`src/rtl/cordic_rotate_if.sv`:
```
`timescale 1ns/1ps
`default_nettype none
// +--------------------------------------------------------------------+
// | cordic_rotate_if : request/result bundle for the rotation CORDIC   |
// | Rev 1.0                                                            |
// +--------------------------------------------------------------------+
interface cordic_rotate_if;
  logic               start;
  logic signed [15:0] angle_in;
  logic        [7:0]  mag;
  logic signed [8:0]  x_out;
  logic signed [8:0]  y_out;
  logic               done;
  logic               ready;

  modport master (
    output start, angle_in, mag,
    input  x_out, y_out, done, ready
  );

  modport slave (
    input  start, angle_in, mag,
    output x_out, y_out, done, ready
  );
endinterface
`default_nettype wire

```
`src/rtl/cordic_rotate.sv`:
```
`timescale 1ns/1ps
`default_nettype none
// +--------------------------------------------------------------------+
// | cordic_rotate : iterative rotation-mode CORDIC, (mag, angle)->(x,y)|
// | Rev 1.0                                                            |
// +--------------------------------------------------------------------+
module cordic_rotate #(
  parameter int STAGES = 10,
  parameter int IW     = 12
) (
  input  logic            clk,
  input  logic            resetn,
  cordic_rotate_if.slave  bus
);

  localparam logic signed [15:0]   ANG_MAX  = 16'sd23040;
  localparam logic signed [15:0]   ANG_MIN  = -16'sd23040;
  localparam logic signed [15:0]   ANG_HALF = 16'sd11520;
  localparam logic signed [15:0]   ANG_NHLF = -16'sd11520;
  localparam logic signed [IW-1:0] SAT_HI   = IW'(255);
  localparam logic signed [IW-1:0] SAT_LO   = IW'(-255);
  localparam logic [3:0]           LAST_STG = 4'(STAGES - 1);

  typedef enum logic [1:0] {
    S_IDLE   = 2'd0,
    S_ROTATE = 2'd1,
    S_FINISH = 2'd2
  } state_t;

  // atan(2^-i) in degrees x128, shared with the vectoring estimator
  function automatic logic [12:0] cordic_rom(input logic [3:0] idx);
    case (idx)
      4'd0:    cordic_rom = 13'd5760;
      4'd1:    cordic_rom = 13'd3400;
      4'd2:    cordic_rom = 13'd1797;
      4'd3:    cordic_rom = 13'd912;
      4'd4:    cordic_rom = 13'd458;
      4'd5:    cordic_rom = 13'd229;
      4'd6:    cordic_rom = 13'd115;
      4'd7:    cordic_rom = 13'd57;
      4'd8:    cordic_rom = 13'd29;
      4'd9:    cordic_rom = 13'd14;
      default: cordic_rom = 13'd0;
    endcase
  endfunction

  state_t                state_q, state_d;
  logic signed [IW-1:0]  x_q, x_d, y_q, y_d;
  logic signed [15:0]    z_q, z_d;
  logic        [3:0]     stage_q, stage_d;
  logic                  flip_q, flip_d;
  logic signed [8:0]     x_out_q, x_out_d, y_out_q, y_out_d;
  logic                  done_q, done_d, ready_q, ready_d;

  logic signed [15:0]    a_clamp;
  logic        [9:0]     m;
  logic        [10:0]    pre;
  logic signed [IW-1:0]  shx, shy, xf, yf, xs, ys;
  logic        [15:0]    atan;

  always_comb begin
    state_d = state_q;
    x_d     = x_q;
    y_d     = y_q;
    z_d     = z_q;
    stage_d = stage_q;
    flip_d  = flip_q;
    x_out_d = x_out_q;
    y_out_d = y_out_q;
    done_d  = done_q;
    ready_d = ready_q;

    a_clamp = bus.angle_in;
    if (bus.angle_in > ANG_MAX)      a_clamp = ANG_MAX;
    else if (bus.angle_in < ANG_MIN) a_clamp = ANG_MIN;

    // 1/K gain compensation: 1/2 + 1/8 - 1/64 - 1/512
    m   = {bus.mag, 2'b00};
    pre = {1'b0, m >> 1} + {1'b0, m >> 3} - {1'b0, m >> 6} - {1'b0, m >> 9};

    shx  = x_q >>> stage_q;
    shy  = y_q >>> stage_q;
    atan = {3'b000, cordic_rom(stage_q)};

    xf = flip_q ? -x_q : x_q;
    yf = flip_q ? -y_q : y_q;
    xs = xf >>> 2;
    ys = yf >>> 2;

    case (state_q)
      S_IDLE: begin
        if (bus.start) begin
          if (a_clamp > ANG_HALF) begin
            z_d    = a_clamp - ANG_MAX;
            flip_d = 1'b1;
          end else if (a_clamp < ANG_NHLF) begin
            z_d    = a_clamp + ANG_MAX;
            flip_d = 1'b1;
          end else begin
            z_d    = a_clamp;
            flip_d = 1'b0;
          end
          x_d     = IW'($signed({1'b0, pre}));
          y_d     = '0;
          stage_d = 4'd0;
          ready_d = 1'b0;
          done_d  = 1'b0;
          state_d = S_ROTATE;
        end
      end
      S_ROTATE: begin
        if (!z_q[15]) begin
          x_d = x_q - shy;
          y_d = y_q + shx;
          z_d = z_q - $signed(atan);
        end else begin
          x_d = x_q + shy;
          y_d = y_q - shx;
          z_d = z_q + $signed(atan);
        end
        if (stage_q == LAST_STG) state_d = S_FINISH;
        else                     stage_d = stage_q + 4'd1;
      end
      S_FINISH: begin
        if (xs > SAT_HI)      x_out_d = 9'sd255;
        else if (xs < SAT_LO) x_out_d = -9'sd255;
        else                  x_out_d = xs[8:0];
        if (ys > SAT_HI)      y_out_d = 9'sd255;
        else if (ys < SAT_LO) y_out_d = -9'sd255;
        else                  y_out_d = ys[8:0];
        done_d  = 1'b1;
        ready_d = 1'b1;
        state_d = S_IDLE;
      end
      default: state_d = S_IDLE;
    endcase
  end

  always_ff @(posedge clk) begin
    if (!resetn) begin
      state_q <= S_IDLE;
      x_q     <= '0;
      y_q     <= '0;
      z_q     <= '0;
      stage_q <= '0;
      flip_q  <= 1'b0;
      x_out_q <= '0;
      y_out_q <= '0;
      done_q  <= 1'b0;
      ready_q <= 1'b1;
    end else begin
      state_q <= state_d;
      x_q     <= x_d;
      y_q     <= y_d;
      z_q     <= z_d;
      stage_q <= stage_d;
      flip_q  <= flip_d;
      x_out_q <= x_out_d;
      y_out_q <= y_out_d;
      done_q  <= done_d;
      ready_q <= ready_d;
    end
  end

  assign bus.x_out = x_out_q;
  assign bus.y_out = y_out_q;
  assign bus.done  = done_q;
  assign bus.ready = ready_q;

endmodule
`default_nettype wire
```
`src/flat_wrapper.sv`:
```
// flat-port wrapper written by rule: the top's interface ports become plain ports
module cordic_rotate_flat 
#(
  parameter int STAGES = 10,
  parameter int IW     = 12
)
  (clk, resetn, bus_start, bus_angle_in, bus_mag, bus_x_out, bus_y_out, bus_done, bus_ready);
  cordic_rotate_if bus_i ();
  input  logic clk;
  input  logic resetn;
  input wire logic [$bits(bus_i.start)-1:0] bus_start;
  input wire logic [$bits(bus_i.angle_in)-1:0] bus_angle_in;
  input wire logic [$bits(bus_i.mag)-1:0] bus_mag;
  output wire logic [$bits(bus_i.x_out)-1:0] bus_x_out;
  output wire logic [$bits(bus_i.y_out)-1:0] bus_y_out;
  output wire logic [$bits(bus_i.done)-1:0] bus_done;
  output wire logic [$bits(bus_i.ready)-1:0] bus_ready;
  assign bus_i.start = bus_start;
  assign bus_i.angle_in = bus_angle_in;
  assign bus_i.mag = bus_mag;
  assign bus_x_out = bus_i.x_out;
  assign bus_y_out = bus_i.y_out;
  assign bus_done = bus_i.done;
  assign bus_ready = bus_i.ready;
  cordic_rotate #(.STAGES(STAGES), .IW(IW)) u_core (.clk(clk), .resetn(resetn), .bus(bus_i));
endmodule
```
`config.mk`:
```
export PLATFORM = sky130hd
export DESIGN_NAME = cordic_rotate_flat
export DESIGN_NICKNAME = d
export VERILOG_FILES = /design/src/rtl/cordic_rotate_if.sv /design/src/rtl/cordic_rotate.sv /design/src/flat_wrapper.sv
export SDC_FILE = /design/constraint.sdc
export NUM_CORES = 1
export LEC_CHECK = 0
export BUFFER_PORTS_ARGS = -buffer_cell sky130_fd_sc_hd__buf_2
export CORE_MARGIN = 2
export CORE_UTILIZATION = 63
export CTS_CLUSTER_DIAMETER = 60
export DETAILED_ROUTE_END_ITERATION = 10
export PLACE_DENSITY = 0.84
export SETUP_SLACK_MARGIN = 0.05
export SYNTH_ARGS = -nofsm -noshare
export SYNTH_HDL_FRONTEND = slang
export SYNTH_SLANG_ARGS = --single-unit
```
`constraint.sdc`:
```
create_clock -name clk -period 5.1 [get_ports clk]
set_clock_uncertainty 0.2 [all_clocks]
set_input_delay 1.53 -clock clk [delete_from_list [all_inputs] [get_ports clk]]
set_output_delay 1.53 -clock clk [all_outputs]
set_load 0.02 [all_outputs]
```
==> impl_metrics.yaml <==
timing:
  setup_total_neg_slack_ps: 0
  setup_viol: 0
  max_slew.worst_pin.slew_ps: 946
  final-max-slew-violation-count: 0
  timing.hold.ws_ps: 276
  slew_headroom: 0.363
  finalCriticalPeriod_ps: 4520
  grt_setup_unrepaired: "false"
  min_period_over_period: 0.887
  fmax_mhz: 221
  timing_hold_violations_final: 0
critical_path:
  r2r.worst_path.cells: 17
  cp-start-kind: "flop"
  end_kind: "flop"
  regToRegEndpoint: "u_core.y_q[11]"
  cp_data_required_time_ps: 5200
  reg2reg_slack_ps: 580
  worst-path-max-fanout: 14
  data_arrival_time_of_the_critical_path_ps: 4620
  setup_crit_path_kind: "reg2reg"
  timing.rr.start: "u_core.stage_q[1]"
drt:
  postRouteAntennaNets: 0
  mean_number_of_vias_per_cell: 6.38
  initialDrtViolationCount: 604
  routed_wire_length_per_instance_um: 16.5
  routed_wl_mm: 20.3
  drt_pass1_iterations: 5
  num_vias: 7834
  drt_drc: 0
grt:
  grt_start_max_net_pins: 42
  grt_pass1_vias: 7438
  gr-total-overflow: 0
  global_route_wire_length_before_repair_mm: 34.4
  grtUsageTotal: 0.298
  antenna_found_initial: 0
yosys:
  synth_top_cells_by_count: "sky130_fd_sc_hd__nor2_1, sky130_fd_sc_hd__dfxtp_1, sky130_fd_sc_hd__a21oi_1"
  adder_cell_fraction_of_synth_area: 0.119
  syn_area_per_cell_um2: 7.75
  synth_area_um2: 8090
  netlist.area_leader.share: 0.198
  syn-instance-count: 1043
  share_of_synthesized_cell_area_in_and_or_nand_and_nor_gates: 0.213
  post_synth_num_cell_types: 84
  yosysWarnings: 0
  yosys-mux-area-fraction: 0.0648
  synth_seq_area_share: 0.198
  combinational_family_with_the_most_area_after_synthesis: "compound AO/OA/AOI/OAI gates"
  synth-edff-count: 0
  syn_nets: 1143
  count_of_state_elements_after_synthesis: 80
  synth-xor-area-share: 0.0953
  post-synth-top-area-cell: "sky130_fd_sc_hd__dfxtp_1"
  synth_top_cells_by_area: "sky130_fd_sc_hd__dfxtp_1, sky130_fd_sc_hd__ha_1, sky130_fd_sc_hd__xor2_1, sky130_fd_sc_hd__a21oi_1, sky130_fd_sc_hd__nor2_1"
  synth.most_common_cell: "sky130_fd_sc_hd__nor2_1"
  synthFlopType: "sky130_fd_sc_hd__dfxtp_1"
  synth-compound-area-share: 0.252
  async_flop_share: 0
pwr:
  peak_ir_drop_on_the_vdd_network_mv: 0.272
  powerDensity_nw_per_um2: 428
  pleak_nw: 3.59
  post-layout-total-power_mw: 3.74
cts:
  cts_inserted_buffers: 9
  cts-resized-gates: 0
  cts.clk_slew.worst_paths_ps: 70
  tritoncts: "built"
  cts.sinks: 80
  clock_tree.buffer_depth: 2
  clkLatencyLatePin_ps: 350
  postCtsSetupRepairBufs: 0
  cts_root_buffer: "sky130_fd_sc_hd__clkbuf_16"
  cts-htree-levels: 3
  post_cts_hold_buffer_count: 0
die:
  io_pins: 47
  die_width_um: 117
  design.core.area_um2: 12600
  full_die_area_um2: 13800
  floorplan.rows: 41
  die_extent_in_y_um: 117
  starting_density: 0.644
final_layout:
  syn2layout_area_growth_pct: 7.98
  antenna_cells_inserted: 0
  num-nets-final: 1150
  drive_gt1_frac: 0.132
  filler_cell_count: 1055
  multi_input_comb_area_um2: 6020
  regArea_um2: 1600
  postLayoutCoreUtil: 0.695
worst_hold_path:
  hold_path.startpoint: "u_core.bus.done"
  min_path_cells: 2
  min-delay-path-class: "reg2reg"
  whs_endpoint: "u_core.bus.done"
placed_design:
  port-buffer-count: 46
  routabilityCongestion: 1.00
  place.detailed.hpwl_mm: 14.8
status:
  status: "finished, final reports clean"
job:
  max_cap_violations: 0
-- critical path, cell delays in order (launching register included) --
cell and delay, ps:
sky130_fd_sc_hd__dfxtp_1 580, sky130_fd_sc_hd__buf_4 300, sky130_fd_sc_hd__mux4_2 360, sky130_fd_sc_hd__a2111oi_2 530, sky130_fd_sc_hd__ha_1 190, sky130_fd_sc_hd__nor2_1 40
sky130_fd_sc_hd__a21oi_1 240, sky130_fd_sc_hd__inv_1 70, sky130_fd_sc_hd__ha_1 260, sky130_fd_sc_hd__nor2b_1 130, sky130_fd_sc_hd__o21a_1 180, sky130_fd_sc_hd__o21ai_1 260
sky130_fd_sc_hd__a211oi_1 160, sky130_fd_sc_hd__o31a_1 320, sky130_fd_sc_hd__o21ai_0 150, sky130_fd_sc_hd__nand2b_1 90, sky130_fd_sc_hd__or3_1 320, sky130_fd_sc_hd__nand3_1 80
-- flip-flops by register name, summed over array words and instances, names as in the netlist --
register	count
u_core.flip_q	1
u_core.bus.ready	1
u_core.stage_q	4
u_core.z_q	16
u_core.bus.y_out	9
u_core.y_q	12
u_core.bus.x_out	9
u_core.bus.done	1
u_core.atan	13
u_core.x_q	12
u_core.state_q	2
-- cells by family after synthesis --
logic type      after synthesis
xor+xnor                     88
buf+inv                     116
fa+ha+maj                    73
simple gates                350
compound gates              301
mux                          35
flops                        80
-- how the worst max path moves through the flow --
| stage | start | endpoint | slack, ps |
|---|---|---|---|
| floorplan | bus_mag[0] | u_core.x_q[10] | 640 |
| global placement | bus_mag[2] | u_core.x_q[10] | 480 |
| detailed placement | bus_mag[2] | u_core.x_q[10] | 410 |
| CTS | u_core.stage_q[1] | u_core.y_q[11] | 580 |
| global route | u_core.stage_q[1] | u_core.y_q[11] | 120 |
| finish | u_core.stage_q[1] | u_core.y_q[11] | 580 |
-- final cells by class --
| class | instances | area share |
|---|---|---|
| Clock buffer | 10 | 0.0262 |
| Clock inverter | 6 | 0.0105 |
| Tap cell | 172 | 0.0246 |
| Inverter | 44 | 0.0189 |
| Sequential cell | 80 | 0.183 |
| Multi-Input combinational cell | 847 | 0.690 |
| Timing Repair Buffer | 68 | 0.0467 |
-- metrics by stage --
step           worst slack (ps)  cells  cell area [um^2]
4_1_cts                     584   1227              8730
5_1_grt                     116   1227              8730
2_1_floorplan               643   1043              8090
3_3_place_gp                479   1211              8410
3_5_place_dp                411   1211              8410
6_report                    577   1227              8730
-- cell usage in the layout (no fill, tap or decap), drive strengths merged, types with 6 or more instances in the layout --
master	Yosys	layout
o21a	12	12
o21ai	62	62
xnor2	33	33
a21o	10	10
nor3b	6	6
o221ai	6	6
nand2b	13	13
or2	9	9
buf	16	68
mux2i	13	13
fa	6	6
inv	43	45
nand3	28	28
mux4	13	13
a221oi	11	11
mux2	9	9
o31ai	8	8
nand2	76	76
or3	10	10
nor4	9	9
a22oi	6	6
ha	67	67
o22ai	10	10
nor2	104	104
a31oi	13	13
dfxtp	80	80
nor3	37	37
o211ai	8	8
clkbuf	56	10
a21oi	79	79
a211oi	26	26
xor2	55	55
nor2b	18	18
and2	11	11
-- metal layers --
layer | wire length [um] | track usage
met2 | 9540 | 0.496
met4 | 494 | 0.107
met3 | 1240 | 0.0554
met1 | 9000 | 0.386
met5 | 0 | 0
-- where the power goes --
group | switching (mW) | internal [mW]
Combinational | 1.17 | 0.966
Clock | 0.278 | 0.432
Sequential | 0.183 | 0.707
Total | 1.63 | 2.11
Power figures use the tool's default switching activity.
